==> config.mk <==
export PLATFORM = sky130hd
export DESIGN_NAME = accumulator_ctrl
export DESIGN_NICKNAME = d
export VERILOG_FILES = /design/src/rtl/accumulator_ctrl.sv
export SDC_FILE = /design/constraint.sdc
export NUM_CORES = 1
export LEC_CHECK = 0
export BUFFER_PORTS_ARGS = -buffer_cell sky130_fd_sc_hd__buf_2
export CORE_MARGIN = 4
export CORE_UTILIZATION = 43
export CTS_BUF_LIST = sky130_fd_sc_hd__clkbuf_4 sky130_fd_sc_hd__clkbuf_8
export DETAILED_ROUTE_END_ITERATION = 8
export PLACE_DENSITY = 0.8
export SYNTH_ARGS = -nofsm -noshare
export SYNTH_HDL_FRONTEND = slang
export SYNTH_SLANG_ARGS = --single-unit
==> constraint.sdc <==
create_clock -name clk -period 1.4 [get_ports clk]
set_clock_uncertainty 0.15 [all_clocks]
set_input_delay 0.42 -clock clk [delete_from_list [all_inputs] [get_ports clk]]
set_output_delay 0.42 -clock clk [all_outputs]
set_load 0.005 [all_outputs]
==> src/rtl/accumulator_ctrl.sv <==
// Sequential accumulator stage around an external combinational adder: accepts operands over
// valid/ready, presents acc/operand to the adder, and folds the sum back with overflow tracking.
module accumulator_ctrl #(
    parameter int unsigned WIDTH = 4,
    parameter int unsigned CNT_W = 4
) (
    input  logic             clk,
    input  logic             reset,
    input  logic             in_valid,
    output logic             in_ready,
    input  logic [WIDTH-1:0] in_data,
    input  logic             clear,
    output logic [WIDTH-1:0] add_a,
    output logic [WIDTH-1:0] add_b,
    input  logic [WIDTH-1:0] sum_in,
    output logic [WIDTH-1:0] acc_out,
    output logic             out_valid,
    output logic             ovf,
    output logic [CNT_W-1:0] count
);

    typedef enum logic [1:0] {StIdle, StPresent, StDone} state_e;

    state_e             state_q, state_d;
    logic [WIDTH-1:0]   acc_q, acc_d;
    logic [WIDTH-1:0]   opb_q, opb_d;
    logic               ovf_q, ovf_d;
    logic [CNT_W-1:0]   count_q, count_d;
    logic               out_valid_q, out_valid_d;
    logic               in_ready_q, in_ready_d;

    always_comb begin
        state_d     = state_q;
        acc_d       = acc_q;
        opb_d       = opb_q;
        ovf_d       = ovf_q;
        count_d     = count_q;
        out_valid_d = 1'b0;
        unique case (state_q)
            StIdle: begin
                // clear wins over a pending operand, which stays unaccepted
                if (clear) begin
                    acc_d   = '0;
                    ovf_d   = 1'b0;
                    count_d = '0;
                end else if (in_valid) begin
                    opb_d   = in_data;
                    state_d = StPresent;
                end
            end
            StPresent: begin
                acc_d = sum_in;
                // adder has no carry-out: a wrapped sum is smaller than the old accumulator
                ovf_d = ovf_q | (sum_in < acc_q);
                if (count_q != {CNT_W{1'b1}}) begin
                    count_d = count_q + CNT_W'(1);
                end
                out_valid_d = 1'b1;
                state_d     = StDone;
            end
            StDone: begin
                state_d = StIdle;
            end
            default: begin
                state_d = StIdle;
            end
        endcase
        in_ready_d = (state_d == StIdle);
    end

    always_ff @(posedge clk) begin
        if (reset) begin
            state_q     <= StIdle;
            acc_q       <= '0;
            opb_q       <= '0;
            ovf_q       <= 1'b0;
            count_q     <= '0;
            out_valid_q <= 1'b0;
            in_ready_q  <= 1'b1;
        end else begin
            state_q     <= state_d;
            acc_q       <= acc_d;
            opb_q       <= opb_d;
            ovf_q       <= ovf_d;
            count_q     <= count_d;
            out_valid_q <= out_valid_d;
            in_ready_q  <= in_ready_d;
        end
    end

    assign in_ready  = in_ready_q;
    assign add_a     = acc_q;
    assign add_b     = opb_q;
    assign acc_out   = acc_q;
    assign out_valid = out_valid_q;
    assign ovf       = ovf_q;
    assign count     = count_q;

endmodule

==> results of run 1 <==
-- power groups by stage --
| stage | Clock (mW) | Sequential, mW | Combinational [mW] |
|---|---|---|---|
| global placement | 0 | 0.488 | 0.109 |
| global route | 0.345 | 0.474 | 0.135 |
| detailed placement | 0 | 0.489 | 0.113 |
| finish | 0.315 | 0.471 | 0.121 |
| floorplan | 0 | 0.490 | 0.0580 |
| CTS | 0.325 | 0.478 | 0.120 |
-- timing repair --
action	CTS	global route
setup buffers	0	2
resized for setup	11	11
hold endpoints to repair	0	0
pin swaps	1	1
endpoints found under the setup margin	7	26
-- area by class of cell --
cell class                      count  area share [%]
Multi-Input combinational cell     49            37.2
Sequential cell                    16            33.4
Timing Repair Buffer               38            22.5
Clock buffer                        4            3.51
Tap cell                           16            1.94
Inverter                            4            1.45
-- path summary, 6_finish.rpt --
check / depth (start not counted) / endpoint / startpoint / slack [ps]
worst max-delay path: 2 / acc_out[1] / acc_out[1] / -30
worst min-delay path: 3 / add_b[1] / in_data[1] / 200
worst max register to register: 5 / ovf / acc_out[1] / 20
worst min register to register: 2 / count[1] / count[1] / 340
-- registers in the layout (all words and copies together), names as in the netlist --
| name | flops |
|---|---|
| in_ready | 1 |
| count | 4 |
| add_b | 4 |
| acc_out | 4 |
| state_q | 2 |
| ovf | 1 |
-- cell families after synthesis --
group | Yosys count
DFF | 16
buffers and inverters | 10
and+or+nand+nor | 25
muxes | 6
AOI/OAI and AO/OA | 14
adders and majority gates | 4
-- layout by cell type (no fill, tap or decap), drive strengths merged, types with 2 or more instances in the layout --
| cell | Yosys | layout |
|---|---|---|
| buf | 5 | 38 |
| nand2b | 3 | 3 |
| nand3b | 2 | 2 |
| nand3 | 2 | 2 |
| nor2 | 11 | 11 |
| a21oi | 3 | 3 |
| dfxtp | 16 | 16 |
| clkbuf | 1 | 4 |
| mux2i | 6 | 6 |
| inv | 4 | 4 |
| ha | 4 | 4 |
| a22oi | 4 | 4 |
| nand2 | 2 | 2 |
-- metal layers --
metal  GRT usage, %  vias up
met5              0        -
li1               -      334
met4           9.68        0
met3           4.22        3
met2           25.8       25
met1           17.6      313
-- per-stage QoR --
step,setup WS [ps],power [mW]
final,-25.6,0.908
after global routing,-48.5,0.955
after CTS,-30.5,0.922
after detailed placement,-181,0.602
after global placement,-131,0.597
after floorplan,1.35,0.548
-- worst min-delay path: cells and delay by family --
| kind | cells | cell delay (ps) |
|---|---|---|
| mux | 1 | 50 |
| buf+inv | 1 | 80 |
| simple gates | 1 | 70 |
==> flow_summary.toml, run 1 <==
[sta]
final_max_slew_viol_count = 0
rsz0062_at_grt = "yes"
max_freq_mhz = 701
fin_ws_ps = -25.6
slew-limit-headroom_pct = 76.8
worst_pin_slew_ps = 346
setup_tns_ps = -49.9
hold_viol_final = 0
hold_ws_ps = 202
period_share_pct = 102
finalCriticalPeriod_ps = 1430
setup_viol = 2

[min_path]
hold_class = "in2reg"

[cts]
clkTransAtPathRegs_ps = 100
cts_sinks = 16
root_buffer = "clkbuf_4"
cts-hold-fix-buffers = 0
clk_latency_ps = 300
cts_tree = "built"
h-tree-depth = 1
cts_max_path_buffers = 2
cts_buffers = 3

[route]
viasPerCell = 5.31
drtIter0Drc = 28
routed.top_layer = "met4"
routed_wl_um = 1710
dr_total_vias = 675
dr.pass1.iters = 4
wl_met2_um = 844
drcViolationCount = 0
post_drt_wl_per_cell_um = 13.4
antenna_left = 0
wirelength_met1_um = 705
route.met3.wl_um = 121

[power_and_ir_drop]
combinationalPowerShare_pct = 13.4
share_seq_of_total_power_pct = 51.9
ir_worst_vdd_mv = 0.565
clkPwrFrac_pct = 34.7
swShare_pct = 24.4
p_sw_mw = 0.222
p_per_area_mw_per_mm2 = 878
leakage_nw = 0.474
p_int_mw = 0.686

[finish]
multi_input_area_um2 = 384
final_nets = 128
syn_to_final_growth_pct = 38.4
drive_gt1_share_pct = 55.0
instances_no_fill = 127
stdcell_area_mm2 = 0.00103
n_fill_cell = 129
diodes = 0
seq_area_um2 = 345
final_util_pct = 65.6

[die]
die_area_mm2 = 0.00247
initial_utilization_pct = 47.4
die-width_um = 49.7
ios = 31
coreArea_mm2 = 0.00158
die_h_um = 49.7
placementRows = 14

[yosys]
synth-adder-area-share_pct = 6.70
avgSynthCellArea_um2 = 9.96
yosysTopAreaCell = "dfxtp_1"
ys_seq_area_share_pct = 42.9
yosys.area_share.simple_pct = 20.4
synthTopCellsByCount = "dfxtp_1 (16), nor2_1 (11), mux2i_1 (6), buf_4 (5)"
synthTopCellsByArea = "dfxtp_1 (43%), mux2i_1 (8.0%), ha_1 (6.7%)"
yosysMostFrequentCell = "dfxtp_1"
synth_flop_cell = "dfxtp_1"
synth_top_area_share_pct = 42.9
synth_cell_type_count = 25
synth_compound_area_share_pct = 14.4
yosysWarnings = 0
netlist_area_um2 = 747
muxShareOfSynthArea_pct = 8.04
ys_ff_latch = 16
syn_inst = 75
async_reset_ff_share_pct = 0
synth_xor_area_share_pct = 0
synth_top_family_by_area = "simple AND/OR/NAND/NOR gates"
synth_fp_nets = 91
synth_edf_count = 0

[worst_setup_path]
cp_max_fo = 3
cp.arrival_ps = 860
cp-start-kind = "register"
cp_top_family = "flip-flops"
end_kind = "output port"
required_ps = 830
crit_path_frequent_cell = "buf_6"
slowest_delay_ps = 340
cpMaxStageDelayCell = "dfxtp_2"
path_cells = "buf_6 > buf_6"
cp.buffers_inverters = 2
path_class = "reg2out"

[placed_design]
portBuffers = 30
placedCellCount = 121
dpl_cell_area_um2 = 923
post-dp-hpwl_um = 1280
gp_congestion = 0.765

[global_routing]
grt_max_degree = 12
grt_pass1_vias = 630
globalRouteOverflowTotal = 0
track_usage_pct = 15.6
grt_pass1_wl_um = 2900
antenna_found_initial = 0

[outcome]
violations = "negative setup slack"
status = "complete, but fails checks"

[job]
drv_cap = 0
(Power assumes the default switching activity.)
==> inputs of run 2 (changes only) <==
--- a/config.mk
+++ b/config.mk
@@ -7,10 +7,10 @@
 export LEC_CHECK = 0
 export BUFFER_PORTS_ARGS = -buffer_cell sky130_fd_sc_hd__buf_2
 export CORE_MARGIN = 4
-export CORE_UTILIZATION = 43
+export CORE_UTILIZATION = 40
 export CTS_BUF_LIST = sky130_fd_sc_hd__clkbuf_4 sky130_fd_sc_hd__clkbuf_8
 export DETAILED_ROUTE_END_ITERATION = 8
-export PLACE_DENSITY = 0.8
+export PLACE_DENSITY = 0.75
 export SYNTH_ARGS = -nofsm -noshare
 export SYNTH_HDL_FRONTEND = slang
 export SYNTH_SLANG_ARGS = --single-unit
==> flow_summary.toml, run 2 (same netlist as run 1, synthesis figures left out) <==
[outcome]
status = "finished, final reports clean"

[sta]
period_share_pct = 98.5
final_max_slew_viol_count = 0
max_freq_mhz = 725
hold_viol_final = 0
worst_pin_slew_ps = 367
hold_ws_ps = 188
rsz0062_at_grt = "yes"
slew-limit-headroom_pct = 75.5
finalCriticalPeriod_ps = 1380
setup_viol = 0

[finish]
final_nets = 127
syn_to_final_growth_pct = 34.7
diodes = 0
drive_gt1_share_pct = 55.0
final_cell_mix = "buf_2 (28), nor2_1 (11), dfxtp_2 (8)"
stdcell_area_mm2 = 0.00101
layout_commonest_cell = "buf_2"

[route]
routed_wl_um = 1770
viasPerCell = 5.04
drtIter0Drc = 22
post_drt_wl_per_cell_um = 13.2
drcViolationCount = 0
antenna_left = 0
dr_total_vias = 675
dr.pass1.iters = 4

[die]
die-width_um = 51.2
initial_utilization_pct = 42.8
ios = 31
die_h_um = 51.2
placementRows = 15
die_area_mm2 = 0.00262
coreArea_mm2 = 0.00175

[power_and_ir_drop]
ir_worst_vdd_mv = 0.622
share_seq_of_total_power_pct = 57.2
p_int_mw = 0.633
leakage_nw = 0.458
clkPwrFrac_pct = 28.0
p_sw_mw = 0.202
total_power_mw = 0.835
swShare_pct = 24.2
combinationalPowerShare_pct = 14.8
p_per_area_mw_per_mm2 = 830

[worst_setup_path]
cp-start-kind = "register"
reg2reg_from = "acc_out[1]"
cp.buffers_inverters = 1
cp_max_fo = 4
slowest_delay_ps = 370
cp.arrival_ps = 1470
end_kind = "register"
cpMaxStageDelayCell = "dfxtp_4"
required_ps = 1490
cp_top_family = "flip-flops"
path_cells = "inv_2 > ha_2 > or3b_4 > o2111ai_2 > a31o_2"
startpoint = "acc_out[1]"
path_class = "reg2reg"

[cts]
cts_buffers = 3
cts_sinks = 16
h-tree-depth = 1
clk_latency_ps = 280
cts_tree = "built"
cts_max_path_buffers = 2
clkTransAtPathRegs_ps = 90
root_buffer = "clkbuf_4"

[job]
drv_cap = 0

[global_routing]
grt_max_degree = 15
track_usage_pct = 14.8
antenna_found_initial = 0
grt_pass1_wl_um = 2900
grt_pass1_vias = 644
globalRouteOverflowTotal = 0

[placed_design]
portBuffers = 30
dpl_cell_area_um2 = 950
gp_congestion = 0.747
post-dp-hpwl_um = 1350

[min_path]
hold_class = "in2reg"
hold_start = "reset"
-- run 2: routing by layer --
| layer | track usage [%] | part of all wire [%] | vias to the layer above |
|---|---|---|---|
| li1 | - | - | 329 |
| met2 | 24.9 | 51 | 30 |
| met1 | 17.2 | 40 | 312 |
| met4 | 3.06 | 0.45 | 0 |
| met3 | 6.71 | 8.4 | 4 |
| met5 | 0 | 0 | - |
-- run 2: worst paths after layout --
kind                end  slack [ps]  cells past startpoint
min          acc_out[3]         190                      2
max reg2reg         ovf          20                      5
max                 ovf          20                      5
min reg2reg    add_b[2]         350                      2
-- run 2: power by group through the flow --
stage / clock [mW] / combinational (mW) / sequential (mW)
6_report: 0.234 / 0.124 / 0.478
5_1_grt: 0.273 / 0.134 / 0.480
4_1_cts: 0.242 / 0.116 / 0.479
3_5_place_dp: 0 / 0.117 / 0.489
3_3_place_gp: 0 / 0.113 / 0.488
2_1_floorplan: 0 / 0.0580 / 0.490
-- run 2: timing repair --
action	in CTS	in global routing
hold buffers	0	0
buffers inserted	0	1
resized for setup	9	9
gates cloned	0	0
pin swaps	0	2
setup endpoints to repair	6	15
hold endpoints to repair	0	0
-- run 2: layout make-up --
type                            count  area, um^2
Inverter                            4        15.0
Fill cell                         159         739
Timing Repair Buffer               37         215
Sequential cell                    16         338
Clock buffer                        3        22.5
Multi-Input combinational cell     49         384
Tap cell                           25        31.3
-- run 2: through the flow --
step	setup WS, ps	setup TNS (ps)	std cells	util (%)
2_1_floorplan	1.35	0	75	-
3_5_place_dp	-153	-357	132	54.4
6_report	21.2	0	134	57.6
5_1_grt	-28.4	-97.2	134	57.6
3_3_place_gp	-132	-221	132	54.4
4_1_cts	17.9	0	133	55.9
==> inputs of run 3 (changes only) <==
==> constraint.sdc (replaced) <==
create_clock -name clk -period 1.4 [get_ports clk]
set_clock_uncertainty 0.15 [all_clocks]
set_input_delay 0.21 -clock clk [delete_from_list [all_inputs] [get_ports clk]]
set_output_delay 0.21 -clock clk [all_outputs]
set_load 0.005 [all_outputs]
==> flow_summary.toml, run 3 (same netlist as run 1, synthesis figures left out) <==
[cts]
clk_latency_ps = 280
root_buffer = "clkbuf_4"
h-tree-depth = 1
cts_sinks = 16
cts-hold-fix-buffers = 0
cts_max_path_buffers = 2
clkTransAtPathRegs_ps = 80
cts_buffers = 3
cts_tree = "built"

[finish]
syn_to_final_growth_pct = 33.3
n_fill_cell = 152
drive_gt1_share_pct = 47.7
stdcell_area_um2 = 996
final_cell_mix = "buf_2 (30), dfxtp_1 (12), nor2_1 (11)"
diodes = 0
final_nets = 127
instances_no_fill = 134
layout_commonest_cell = "buf_2"

[die]
placementRows = 15
initial_utilization_pct = 42.8
ios = 31
die-width_um = 51.2
coreArea_mm2 = 0.00175
die_h_um = 51.2
die_area_mm2 = 0.00262

[min_path]
hold_class = "in2reg"

[placed_design]
gp_congestion = 0.847
portBuffers = 30
placedCellCount = 130
place_ws_ps = -36.6
dpl_cell_area_um2 = 936
post-dp-hpwl_um = 1300

[worst_setup_path]
required_ps = 1480
r2r_setup_slack_ps = 50
path_cells = "inv_1 > ha_2 > or3b_4 > o2111ai_2 > a31o_2"
cp_top_family = "simple AND/OR/NAND/NOR gates"
path_class = "reg2reg"
ff2ff_path_depth = 5
cp.depth = 5
end_kind = "register"
cp-endpoint = "ovf"
cp_max_fo = 2
r2r_end = "ovf"
cp.arrival_ps = 1440
cp-start-kind = "register"
slowest_delay_ps = 370
startpoint = "acc_out[1]"
reg2reg_from = "acc_out[1]"
cp.buffers_inverters = 1
cpMaxStageDelayCell = "or3b_4"

[sta]
fin_ws_ps = 47.2
rsz0062_at_grt = "no"
hold_ws_ps = 17.1
period_share_pct = 96.6
final_max_slew_viol_count = 0
worst_pin_slew_ps = 337
setup_tns_ps = 0
finalCriticalPeriod_ps = 1350
slew-limit-headroom_pct = 77.5
setup_viol = 0
hold_viol_final = 0
max_freq_mhz = 739

[power_and_ir_drop]
swShare_pct = 24.0
p_sw_mw = 0.200
combinationalPowerShare_pct = 14.8
p_per_area_mw_per_mm2 = 836
clkPwrFrac_pct = 27.8
ir_worst_vdd_mv = 0.649
leakage_nw = 0.456
p_int_mw = 0.633
share_seq_of_total_power_pct = 57.4

[global_routing]
track_usage_pct = 14.4
grt_pass1_wl_um = 2810
grt_pass1_vias = 654
grt_max_degree = 18
antenna_found_initial = 0
globalRouteOverflowTotal = 0

[route]
post_drt_wl_per_cell_um = 12.5
drcViolationCount = 0
drtIter0Drc = 10
routed_wl_um = 1680
viasPerCell = 4.97
dr.pass1.iters = 4
antenna_left = 0
dr_total_vias = 666

[outcome]
status = "finished, final reports clean"

[job]
drv_cap = 0
run 3: worst min-delay path by stage:
stage | start | cells after the start | to | slack, ps
6_report | in_data[0] | 3 | add_b[0] | 20
5_1_grt | in_data[0] | 3 | add_b[0] | 6
4_1_cts | in_data[0] | 3 | add_b[0] | 3
3_5_place_dp | in_data[0] | 3 | add_b[0] | 320
3_3_place_gp | in_data[2] | 3 | add_b[2] | 290
2_1_floorplan | reset | 1 | state_q[1] | 160
run 3: metal layers:
metal | GRT usage (%) | part of all wire (%) | routed length, um
met1 | 15.6 | 41 | 695
met3 | 5.54 | 8.9 | 150
met4 | 6.11 | 1.0 | 17
met2 | 24.9 | 49 | 816
met5 | 0 | 0 | 0
run 3: area by class of cell:
cell class              instances  area, um^2  area share [%]
repair buffers                 37         206            20.7
inverters                       4        15.0            1.51
multi-input cells              49         393            39.4
well taps                      25        31.3            3.14
flip-flops and latches         16         328            32.9
clock buffers                   3        22.5            2.26
run 3: timing repair:
action / in CTS / in global routing
endpoints found under the setup margin: 2 / 7
resized for setup: 3 / 5
setup buffers: 0 / 1
pin swaps: 0 / 2
run 3: tightest hold or removal path, stage by stage:
cell and delay [ps]:
buf_2 80, mux2i_1 50, nor2_1 70
run 3: power by group through the flow:
stage | Combinational (mW) | Clock [mW] | Sequential (mW)
floorplan | 0.0578 | 0 | 0.490
global placement | 0.109 | 0 | 0.488
detailed placement | 0.114 | 0 | 0.488
CTS | 0.118 | 0.247 | 0.478
global route | 0.136 | 0.265 | 0.480
finish | 0.123 | 0.232 | 0.477
run 3: metrics by stage:
step,utilization [%],total power [mW]
floorplan,-,0.548
detailed placement,53.6,0.602
finish,57.1,0.832
global route,57.1,0.881
CTS,55.5,0.843
global placement,53.6,0.597
